--- src/rtl/lfsr_crypt_pkg.sv ---
`default_nettype none
// ============================================================================
//  Module   : lfsr_crypt_pkg
//  Brief    : Shared types, tap table and LFSR step for the cipher sequencer.
//  Revision : 1.0
// ============================================================================
package lfsr_crypt_pkg;

    typedef enum logic [3:0] {
        IDLE    = 4'd0,
        LD_PRE  = 4'd1,
        LD_TAP  = 4'd2,
        LD_SEED = 4'd3,
        ENC     = 4'd4,
        D_SEED  = 4'd5,
        D_TRY   = 4'd6,
        D_COPY  = 4'd7,
        D_FILL  = 4'd8,
        DONE    = 4'd9
    } state_t;

    localparam logic [7:0] SPACE = 8'h20;

    localparam logic [7:0] TAP_TABLE [8] = '{
        8'hE1, 8'hD4, 8'hC6, 8'hB8, 8'hB4, 8'hB2, 8'hFA, 8'hF3
    };

    function automatic logic [7:0] lfsr_next(input logic [7:0] s, input logic [7:0] taps);
        return {s[6:0], ^(s & taps)};
    endfunction

endpackage
`default_nettype wire

--- src/rtl/lfsr_crypt_seq_lfsr8.sv ---
`default_nettype none
// ============================================================================
//  Module   : lfsr8
//  Brief    : 8-bit Fibonacci LFSR with synchronous load and step.
//  Revision : 1.0
// ============================================================================
module lfsr8
    import lfsr_crypt_pkg::*;
(
    input  logic       clk,
    input  logic       rst,
    input  logic       i_load,
    input  logic [7:0] i_load_val,
    input  logic       i_step,
    input  logic [7:0] i_taps,
    output logic [7:0] o_state
);

    logic [7:0] r_state;

    // Load has priority so a reseed and a step never collide.
    always_ff @(posedge clk) begin
        if (rst) begin
            r_state <= '0;
        end else if (i_load) begin
            r_state <= i_load_val;
        end else if (i_step) begin
            r_state <= lfsr_next(r_state, i_taps);
        end
    end

    assign o_state = r_state;

endmodule
`default_nettype wire

--- src/rtl/lfsr_crypt_seq.sv ---
`default_nettype none
// ============================================================================
//  Module   : lfsr_crypt_seq
//  Brief    : Encrypt/decrypt sequencer owning the data-memory port during a run.
//  Revision : 1.0
// ============================================================================
module lfsr_crypt_seq
    import lfsr_crypt_pkg::*;
#(
    parameter int unsigned MSG_LEN   = 41,
    parameter int unsigned FRAME_LEN = 64,
    parameter int unsigned CT_BASE   = 64,
    parameter int unsigned PARM_BASE = 41
)(
    input  logic       clk,
    input  logic       reset,
    input  logic       start,
    input  logic       mode,
    output logic [7:0] mem_addr,
    input  logic [7:0] mem_rd_data,
    output logic       mem_wr_en,
    output logic [7:0] mem_wr_data,
    output logic       busy,
    output logic       done,
    output logic       err
);

    localparam logic [7:0] c_msg_len   = 8'(MSG_LEN);
    localparam logic [7:0] c_last_idx  = 8'(FRAME_LEN - 1);
    localparam logic [7:0] c_ct_base   = 8'(CT_BASE);
    localparam logic [7:0] c_parm_base = 8'(PARM_BASE);
    localparam logic [7:0] c_try_last  = 8'd8;

    state_t     r_state;
    logic       r_mode, r_phase, r_seen, r_err;
    logic [7:0] r_pre, r_taps, r_seed, r_idx, r_n, r_wdata;
    logic [2:0] r_t;

    logic       w_load, w_step, w_k_valid, w_try_ok;
    logic [7:0] w_load_val, w_taps, w_s, w_s_next, w_k, w_plain, w_dec;

    lfsr8 u_lfsr (
        .clk        (clk),
        .rst        (reset),
        .i_load     (w_load),
        .i_load_val (w_load_val),
        .i_step     (w_step),
        .i_taps     (w_taps),
        .o_state    (w_s)
    );

    assign w_taps    = r_mode ? TAP_TABLE[r_t] : r_taps;
    assign w_s_next  = lfsr_next(w_s, w_taps);
    // Plaintext index is valid only once i has passed the preamble, so no wrap.
    assign w_k       = r_idx - r_pre;
    assign w_k_valid = (r_idx >= r_pre) && (w_k < c_msg_len);
    assign w_plain   = w_k_valid ? mem_rd_data : SPACE;
    assign w_dec     = mem_rd_data ^ w_s;
    assign w_try_ok  = ((mem_rd_data ^ w_s_next) == SPACE);

    assign busy = (r_state != IDLE) && (r_state != DONE);
    assign done = (r_state == DONE);
    assign err  = r_err;

    always_comb begin
        mem_addr    = '0;
        mem_wr_en   = 1'b0;
        mem_wr_data = r_wdata;
        w_load      = 1'b0;
        w_load_val  = mem_rd_data;
        w_step      = 1'b0;
        case (r_state)
            LD_PRE:  mem_addr = c_parm_base;
            LD_TAP:  mem_addr = c_parm_base + 8'd1;
            LD_SEED: begin
                mem_addr = c_parm_base + 8'd2;
                w_load   = 1'b1;
            end
            ENC: begin
                if (!r_phase) begin
                    mem_addr = w_k_valid ? w_k : 8'd0;
                end else begin
                    mem_addr  = c_ct_base + r_idx;
                    mem_wr_en = 1'b1;
                    w_step    = 1'b1;
                end
            end
            D_SEED: begin
                mem_addr   = c_ct_base;
                w_load     = 1'b1;
                w_load_val = mem_rd_data ^ SPACE;
            end
            D_TRY: begin
                mem_addr = c_ct_base + r_idx;
                // Any exit from a trial (fail or success) rewinds to the seed.
                if (w_try_ok && (r_idx != c_try_last)) begin
                    w_step = 1'b1;
                end else begin
                    w_load     = 1'b1;
                    w_load_val = r_seed;
                end
            end
            D_COPY: begin
                if (!r_phase) begin
                    mem_addr = c_ct_base + r_idx;
                    w_step   = !r_seen && (w_dec == SPACE);
                end else begin
                    mem_addr  = r_n;
                    mem_wr_en = 1'b1;
                    w_step    = 1'b1;
                end
            end
            D_FILL: begin
                mem_addr    = r_n;
                mem_wr_en   = (r_n < c_msg_len);
                mem_wr_data = SPACE;
            end
            default: ;
        endcase
    end

    always_ff @(posedge clk) begin
        if (reset) begin
            r_state <= IDLE;
            r_mode  <= 1'b0;
            r_phase <= 1'b0;
            r_seen  <= 1'b0;
            r_err   <= 1'b0;
            r_pre   <= '0;
            r_taps  <= '0;
            r_seed  <= '0;
            r_idx   <= '0;
            r_n     <= '0;
            r_wdata <= '0;
            r_t     <= '0;
        end else begin
            case (r_state)
                IDLE, DONE: begin
                    if (start) begin
                        r_err   <= 1'b0;
                        r_mode  <= mode;
                        r_phase <= 1'b0;
                        r_idx   <= '0;
                        r_state <= mode ? D_SEED : LD_PRE;
                    end
                end
                LD_PRE: begin
                    r_pre   <= mem_rd_data;
                    r_state <= LD_TAP;
                end
                LD_TAP: begin
                    r_taps  <= mem_rd_data;
                    r_state <= LD_SEED;
                end
                LD_SEED: r_state <= ENC;
                ENC: begin
                    if (!r_phase) begin
                        r_wdata <= w_plain ^ w_s;
                        r_phase <= 1'b1;
                    end else begin
                        r_phase <= 1'b0;
                        if (r_idx == c_last_idx) r_state <= DONE;
                        else                     r_idx   <= r_idx + 8'd1;
                    end
                end
                D_SEED: begin
                    r_seed  <= mem_rd_data ^ SPACE;
                    r_t     <= '0;
                    r_idx   <= 8'd1;
                    r_state <= D_TRY;
                end
                D_TRY: begin
                    if (!w_try_ok) begin
                        if (r_t == 3'd7) begin
                            r_err   <= 1'b1;
                            r_state <= DONE;
                        end else begin
                            r_t   <= r_t + 3'd1;
                            r_idx <= 8'd1;
                        end
                    end else if (r_idx == c_try_last) begin
                        r_idx   <= '0;
                        r_n     <= '0;
                        r_seen  <= 1'b0;
                        r_phase <= 1'b0;
                        r_state <= D_COPY;
                    end else begin
                        r_idx <= r_idx + 8'd1;
                    end
                end
                D_COPY: begin
                    if (!r_phase) begin
                        r_wdata <= w_dec;
                        if (r_seen || (w_dec != SPACE)) begin
                            r_seen  <= 1'b1;
                            r_phase <= 1'b1;
                        end else if (r_idx == c_last_idx) begin
                            r_state <= D_FILL;
                        end else begin
                            r_idx <= r_idx + 8'd1;
                        end
                    end else begin
                        r_phase <= 1'b0;
                        r_n     <= r_n + 8'd1;
                        if ((r_n + 8'd1) == c_msg_len) r_state <= DONE;
                        else if (r_idx == c_last_idx)  r_state <= D_FILL;
                        else                           r_idx   <= r_idx + 8'd1;
                    end
                end
                D_FILL: begin
                    if (r_n < c_msg_len) r_n <= r_n + 8'd1;
                    if ((r_n + 8'd1) >= c_msg_len) r_state <= DONE;
                end
                default: r_state <= IDLE;
            endcase
        end
    end

endmodule
`default_nettype wire
--- config.mk ---
export PLATFORM = sky130hd
export DESIGN_NAME = lfsr_crypt_seq
export DESIGN_NICKNAME = d
export VERILOG_FILES = /design/src/rtl/lfsr_crypt_pkg.sv /design/src/rtl/lfsr_crypt_seq_lfsr8.sv /design/src/rtl/lfsr_crypt_seq.sv
export SDC_FILE = /design/constraint.sdc
export NUM_CORES = 1
export LEC_CHECK = 0
export CORE_AREA = 2 2 108 110
export DETAILED_ROUTE_END_ITERATION = 7
export DIE_AREA = 0 0 110 112
export HOLD_SLACK_MARGIN = 0.03
export PLACE_DENSITY_LB_ADDON = 0.05
export REMOVE_ABC_BUFFERS = 1
export SLEW_MARGIN = 0
export SYNTH_ARGS = -nofsm -noshare
export SYNTH_HDL_FRONTEND = slang
export SYNTH_SLANG_ARGS = --single-unit
--- constraint.sdc ---
create_clock -name clk -period 6.5 [get_ports clk]
set_input_delay 1.3 -clock clk [delete_from_list [all_inputs] [get_ports clk]]
set_output_delay 1.3 -clock clk [all_outputs]
set_load 0.005 [all_outputs]
==> results of run 1 <==
-- placed cells by master (no fill, tap or decap), types with 3 or more instances in the layout --
| cell | n |
|---|---|
| nor4b_1 | 18 |
| nor3_1 | 10 |
| nor2_1 | 41 |
| xnor2_1 | 13 |
| a31oi_1 | 23 |
| nand3b_1 | 3 |
| mux2i_1 | 15 |
| a221oi_1 | 7 |
| xor2_1 | 15 |
| or2_2 | 7 |
| clkdlybuf4s50_1 | 30 |
| clkbuf_16 | 9 |
| buf_4 | 4 |
| or3_1 | 6 |
| a22oi_1 | 3 |
| clkinv_2 | 4 |
| nor4_1 | 5 |
| ha_1 | 17 |
| o211ai_1 | 5 |
| dfxtp_1 | 67 |
| inv_1 | 32 |
| a211oi_1 | 4 |
| o21ai_0 | 46 |
| nand2_1 | 84 |
| o221ai_1 | 3 |
| nor3b_1 | 8 |
| and3_1 | 8 |
| nand2b_1 | 6 |
| nand3_1 | 41 |
| o21ai_1 | 4 |
| a21oi_1 | 69 |
| nor2b_1 | 13 |
-- how the worst max path moves through the flow --
| stage | cells past startpoint | start | to |
|---|---|---|---|
| 2_1_floorplan | 11 | r_idx[0] | mem_addr[0] |
| 3_3_place_gp | 12 | r_idx[0] | mem_addr[4] |
| 3_5_place_dp | 12 | r_idx[0] | mem_addr[1] |
| 4_1_cts | 12 | r_idx[0] | mem_addr[1] |
| 5_1_grt | 12 | r_idx[0] | mem_addr[4] |
| 6_report | 12 | r_idx[0] | mem_addr[0] |
-- where the power goes --
part	total, mW	switching [mW]	internal, mW	leakage [nW]
combinational	0.945	0.550	0.395	1.25
sequential	0.634	0.151	0.483	0.543
clock	0.452	0.186	0.266	0.139
-- worst max-delay path: cells and delay by family, from the launching register on --
family,cells,cell delay (ns)
AND/OR/NAND/NOR,3,1.18
AO/OA/AOI/OAI,5,1.05
adder cells (fa/ha/maj),2,0.64
buffers and inverters,2,0.63
flip-flops,1,0.44
-- stage by stage --
step           cell area [um2]  instances  setup slack [ns]
2_1_floorplan             4710        616              2.47
3_3_place_gp              5220        794              1.46
3_5_place_dp              5220        794              1.29
4_1_cts                   5490        810             0.923
5_1_grt                   5490        810             0.518
6_report                  5490        810             0.912
-- registers in the layout, indices dropped and copies added, names as in the netlist --
| register | cells |
|---|---|
| r_state | 4 |
| r_pre | 8 |
| r_mode | 1 |
| r_phase | 1 |
| r_wdata | 8 |
| err | 1 |
| r_seen | 1 |
| r_t | 3 |
| r_taps | 8 |
| r_idx | 8 |
| r_n | 8 |
| r_seed | 8 |
| u_lfsr.o_state | 8 |
-- layout make-up --
class / count / area share [%]
multi-input combinational: 516 / 59.0
inverter: 33 / 2.26
sequential: 67 / 24.4
clock buffer: 11 / 4.42
timing repair buffer: 35 / 6.10
clock inverter: 5 / 0.524
tap: 143 / 3.26
-- cell families after synthesis --
logic type	share of synthesized area (%)
multiplexers	3.05
AO/OA/AOI/OAI	23.9
XOR/XNOR	5.80
adder cells (fa/ha/maj)	4.74
AND/OR/NAND/NOR	28.5
buffers and inverters	6.75
flip-flops	27.3
-- metal layers --
metal / part of all wire [%] / wire [um]
met1: 45 / 6450
met2: 48 / 6920
met3: 4.7 / 671
met4: 2.1 / 301
met5: 0 / 0
==> results by group, run 1 <==
Synth
  • Seq cells post-synth: 67
  • Post-synthesis cell count: 668
  • Dominant synthesized flop cell: dfxtp_1
  • Synthesized area: 4910 um2
  • Most frequent cell after synthesis: nand2_1
  • Sequential fraction of the synthesis area: 27.3%
  • Yosys cell types: 70
  • Post-synth EDFFs: 0
  • Synth area leaders: dfxtp_1 27%, a21oi_1 7.0%, nand2_1 6.4%
  • Yosys warnings: 0
  • Ys async rst share: 0%
  • Syn_area_per_cell: 7.36 um2
  • Leading post-synthesis cells by instance count: 84 x nand2_1, 69 x a21oi_1, 67 x dfxtp_1
  • Yosys top cell area share: 27.3%
  • Yosys top cell by area: dfxtp_1

GRT
  • Vias in the first global route: 4522
  • Largest net degree at the start of global routing: 39
  • Global-route wire length before repair: 23.5 mm
  • M3 GR Usage: 3.51%
  • GRT Resource Usage Total: 24.6%
  • GRT overflow: 0
  • Initial antenna violation count: 0
  • M1 GR Usage: 32.1%
  • Busiest metal layer after global routing: met2
  • Met2 Track Usage GR: 40.5%

Clock tree
  • Total CTS buffers: 9
  • H-Tree Depth: 3
  • Sink Count: 67
  • CTS Hold Bufs: 0
  • Clock Path Buffers: 2
  • Post-CTS resize count: 0
  • CTS tree: built
  • Setup Fix Bufs, Post-CTS: 0
  • Register clock-pin slew on the reported worst setup and hold paths: 0.06 ns
  • Clk Latency, worst-skew pair: 0.34 ns
  • Clk root buf: clkbuf_16

Setup path
  • Req. time, crit path: 5.20 ns
  • Most used cell, CP: o21ai_0
  • Worst EP arrival: 4.29 ns
  • R2R depth: 11
  • Critical Path Start Type: flip-flop
  • Critical path's slowest cell: nor4b_2
  • Worst r2r src: r_idx[0]
  • Worst reg2reg path endpoint: r_wdata[5]
  • Worst setup EP type: output port
  • Max FO, Critical Path: 10
  • WS Path Type: reg -> out
  • CP max stage delay: 0.83 ns
  • Crit-path cells: inv_1, ha_1, fa_1, nor2b_1, o21ai_0, a21oi_1, o21ai_0, a311o_1, nor4b_2, nand2_1, o21ai_0, clkdlybuf4s50_1
  • R2R setup slack: 3.14 ns

Layout
  • Area Overhead vs Synth: 11.8%
  • Proportion of layout cells with a drive suffix above 1: 6.60%
  • Filler cell count: 1160
  • Diodes inserted: 0
  • Final core utilization: 49.2%
  • Register area: 1340 um2
  • Area occupied by multi-input gates: 3240 um2
  • Nets@finish: 692

Timing
  • Setup TNS: 0 ns
  • Final hold vios: 0
  • Fmax: 179 MHz
  • Slew @ Worst Pin: 1.03 ns
  • # setup viols final: 0
  • Pins Over Slew Limit: 0
  • RSZ-0062 raised after global routing: false
  • Final Cycle Share: 86.0%
  • Crit path time final: 5.59 ns
  • Rel. slew slack: 31.4%
  • WHS: 0.454 ns
  • Final Skew: 0.00725 ns

Worst hold path
  • Hold Crit Endpoint: r_seed[6]
  • Hold path start: r_seed[6]
  • Hold path depth: 2
  • Worst Hold Class: reg -> reg

Power
  • Power per Cell Area: 370 nW/um2
  • Pwr Total: 2.03 mW
  • Static leakage: 1.93 nW
  • Maximum vdd ir drop: 0.149 mV

Detailed routing
  • Via count: 4848
  • Routed wire length: 14.4 mm
  • Initial DRC count: 404
  • Via/cell ratio: 5.99
  • TritonRoute pass-1 iters: 5
  • WL/cell: 17.7 um
  • Post-route ant nets: 0
  • Remaining DRCs: 0

Floorplanning
  • Top Ports: 32
  • DIE AREA: 12300 um2
  • Core ar.: 11200 um2
  • Initial Util: 44.0%
  • Cell Rows: 39
  • Die Ht: 112 um
  • Die Wd: 110 um

Place
  • # port buffers: 31
  • Final HPWL DP: 10.5 mm
  • Gp weighted congestion: 0.877

Run
  • Max Cap Viol: 0

Run status
  • Status: completed
(Power assumes the default switching activity.)
==> run 2: changes to the inputs <==
- CORE_AREA: 2 2 108 110 -> 2 2 112 114
- DIE_AREA: 0 0 110 112 -> 0 0 114 116
- HOLD_SLACK_MARGIN: 0.03 -> 0.1
- SYNTH_HIERARCHICAL: default -> 1
==> results by group, run 2 <==
Run status
  • Status: completed

Power
  • Sw Share: 42.1% (-1.5 points)
  • Internal power: 1.15 mW (+0.39%)
  • Sw power: 0.836 mW (-5.7%)
  • Static leakage: 1.99 nW (+3.0%)
  • Clock power share: 25.2% (+2.9 points)
  • Part of the power in registers: 29.8% (-1.4 points)
  • Power per Cell Area: 340 nW/um2 (-7.9%)
  • Logic pwr share: 44.9% (-1.6 points)
  • Maximum vdd ir drop: 0.182 mV (+22%)

Floorplanning
  • Core ar.: 11900 um2 (+6.6%)
  • Die Wd: 114 um (+3.6%)
  • Cell Rows: 40 (+2.6%)
  • Initial Util: 44.1% (+0.094 points)
  • Top Ports: 32 (unchanged)
  • Die Ht: 116 um (+3.6%)
  • DIE AREA: 13200 um2 (+7.3%)

Layout
  • Non-filler instance count after layout: 858 (+5.9%)
  • Filler cell count: 1244 (+7.2%)
  • Leading cell type in the layout, fill and taps excluded: nand2_1
  • Final core utilization: 48.9% (-0.23 points)
  • Nets@finish: 737 (+6.5%)
  • Most frequent cells in the layout: 107 x nand2_1, 67 x dfxtp_1, 65 x a21oi_1
  • Diodes inserted: 0 (unchanged)
  • Proportion of layout cells with a drive suffix above 1: 7.31% (+0.72 points)
  • Area Overhead vs Synth: 11.0%

Detailed routing
  • Post-route ant nets: 0 (unchanged)
  • M1 WL: 6.99 mm (+8.3%)
  • Via/cell ratio: 6.02 (+0.52%)
  • WL/cell: 17.8 um (+0.46%)
  • Remaining DRCs: 0 (unchanged)
  • Met2 wire len: 7.27 mm (+5.0%)
  • Routed wire length: 15.3 mm (+6.4%)
  • DR WL met3: 686 um (+2.2%)
  • Max Used Layer: met4
  • TritonRoute pass-1 iters: 7 (+2)
  • Initial DRC count: 375 (-7.2%)
  • Via count: 5162 (+6.5%)

Timing
  • # setup viols final: 0 (unchanged)
  • Fmax: 184 MHz (+2.7%)
  • Pins Over Slew Limit: 0 (unchanged)
  • Final Cycle Share: 83.7% (-2.3 points)
  • RSZ-0062 raised after global routing: false
  • Crit path time final: 5.44 ns (-0.147 ns)
  • Slew @ Worst Pin: 1.15 ns (+0.118 ns)
  • Worst setup margin: 1.06 ns (+0.147 ns)
  • Rel. slew slack: 23.2% (-8.2 points)
  • Final Skew: 0.00546 ns (-0.00179 ns)
  • Setup TNS: 0 ns (unchanged)
  • WHS: 0.457 ns (+0.00290 ns)
  • Final hold vios: 0 (unchanged)

Clock tree
  • Register clock-pin slew on the reported worst setup and hold paths: 0.06 ns (about the same)
  • Clock Path Buffers: 2 (unchanged)
  • CTS Hold Bufs: 0 (unchanged)
  • Post-CTS resize count: 0 (unchanged)
  • Clk Latency, worst-skew pair: 0.34 ns (about the same)
  • Total CTS buffers: 9 (unchanged)
  • CTS tree: built
  • Setup Fix Bufs, Post-CTS: 0 (unchanged)
  • H-Tree Depth: 3 (unchanged)
  • Sink Count: 67 (unchanged)
  • Clk root buf: clkbuf_16

Synth
  • Ys async rst share: 0% (unchanged)
  • Seq cells post-synth: 67 (unchanged)
  • Post-synthesis adder-cell area fraction: 4.67% (-0.064 points)
  • Yosys warnings: 6 (+6)
  • Sequential fraction of the synthesis area: 25.5% (-1.7 points)
  • Compound-Gate Fraction of Synth Area: 24.9% (+1.0 points)
  • Post-synthesis cell count: 714 (+6.9%)
  • Most frequent cell after synthesis: nand2_1
  • Yosys cell types: 78 (+11%)
  • Yosys top cell by area: dfxtp_1
  • Main combinational cell family by area after synthesis: simple AND/OR/NAND/NOR gates
  • Synth area leaders: dfxtp_1 26%, nand2_1 7.7%, a21oi_1 6.2%
  • Synth Area in Simple Gates: 27.4% (-1.1 points)
  • Synthesized area: 5250 um2 (+6.8%)
  • Post-synth EDFFs: 0 (unchanged)
  • Syn_area_per_cell: 7.35 um2 (about the same)
  • Dominant synthesized flop cell: dfxtp_1
  • Leading post-synthesis cells by instance count: 107 x nand2_1, 67 x dfxtp_1, 65 x a21oi_1
  • Post-synthesis mux area share: 4.50% (+1.4 points)
  • Yosys top cell area share: 25.5% (-1.7 points)
  • Synth Area in XOR/XNOR: 6.15% (+0.34 points)

Run
  • Max Cap Viol: 0 (unchanged)

Setup path
  • Critical Path Start Type: flip-flop
  • WS Path Type: reg -> out
  • Worst setup EP type: output port
  • Req. time, crit path: 5.20 ns (about the same)
  • Worst EP arrival: 4.14 ns (-0.15 ns)
  • Max FO, Critical Path: 10 (unchanged)

Place
  • Final HPWL DP: 11.0 mm (+5.0%)
  • # port buffers: 31 (unchanged)
  • Gp weighted congestion: 0.838 (-4.5%)
  • Dpl ws: 1.35 ns (+0.0561 ns)
  • Placed cells: 842 (+6.0%)

GRT
  • Initial antenna violation count: 0 (unchanged)
  • Vias in the first global route: 4816 (+6.5%)
  • Global-route wire length before repair: 25.2 mm (+7.3%)
  • GRT Resource Usage Total: 24.3% (-0.35 points)
  • GRT overflow: 0 (unchanged)
  • Largest net degree at the start of global routing: 69 (+77%)

Worst hold path
  • Worst Hold Class: reg -> reg
[run 2: cell count changes in the layout (fill, tap and decap cells not counted), sizes merged, moves of 8 or more]
cell,delta
nor4b,-12
o21ai,-17
nand2,+24
a31oi,-17
mux2,+10
nor2,+22
nand3,-13
xnor2,+8
[run 2: worst max-delay path: stages, from the launching register on]
cell and delay [ns]:
dfxtp_1 0.41, inv_1 0.11, ha_1 0.22, fa_1 0.42, nor2b_1 0.14, o21a_1 0.14
nor2_1 0.05, xor2_1 0.22, a221oi_1 0.14, a211oi_2 0.82, nand3_2 0.24, o311ai_1 0.33
clkdlybuf4s50_1 0.56
[run 2: kinds of logic after synthesis]
group,count (synthesis)
AO/OA/AOI/OAI,191
XOR/XNOR,36
adder cells (fa/ha/maj),19
buffers and inverters,84
flip-flops,67
multiplexers,22
AND/OR/NAND/NOR,295
[run 2: per-layer routing]
metal	global-route usage, %	vias up
met2	41.1	127
li1	-	2530
met5	0	-
met3	4.81	28
met1	30.9	2477
met4	8.46	0
[run 2: final timing paths]
kind,depth (start not counted),startpoint,to,slack (ns)
worst min register to register,2,r_seed[0],r_seed[0],0.46
worst max register to register,12,r_mode,u_lfsr/o_state[6],2.65
worst max-delay path,12,r_idx[0],mem_addr[3],1.06
worst min-delay path,2,r_seed[0],r_seed[0],0.46
[run 2: area by class of cell]
class | count | area (um2) | share of cell area, %
clock inverter | 6 | 63.8 | 1.09
multi-input combinational | 563 | 3560 | 61.0
tap | 147 | 184 | 3.16
clock buffer | 10 | 239 | 4.10
inverter | 31 | 116 | 2.00
timing repair buffer | 34 | 328 | 5.62
sequential | 67 | 1340 | 23.0
[run 2: power groups by stage]
stage,Clock [mW],Combinational [mW],Sequential [mW]
2_1_floorplan,0,0.615,0.559
3_3_place_gp,0,0.872,0.598
3_5_place_dp,0,0.880,0.600
4_1_cts,0.512,0.885,0.591
5_1_grt,0.530,0.981,0.607
6_report,0.500,0.892,0.592
[run 2: stage by stage]
step	cell area (um2)	power, mW
floorplan	5010	1.17
global placement	5530	1.47
detailed placement	5530	1.48
CTS	5830	1.99
global route	5830	2.12
finish	5830	1.98
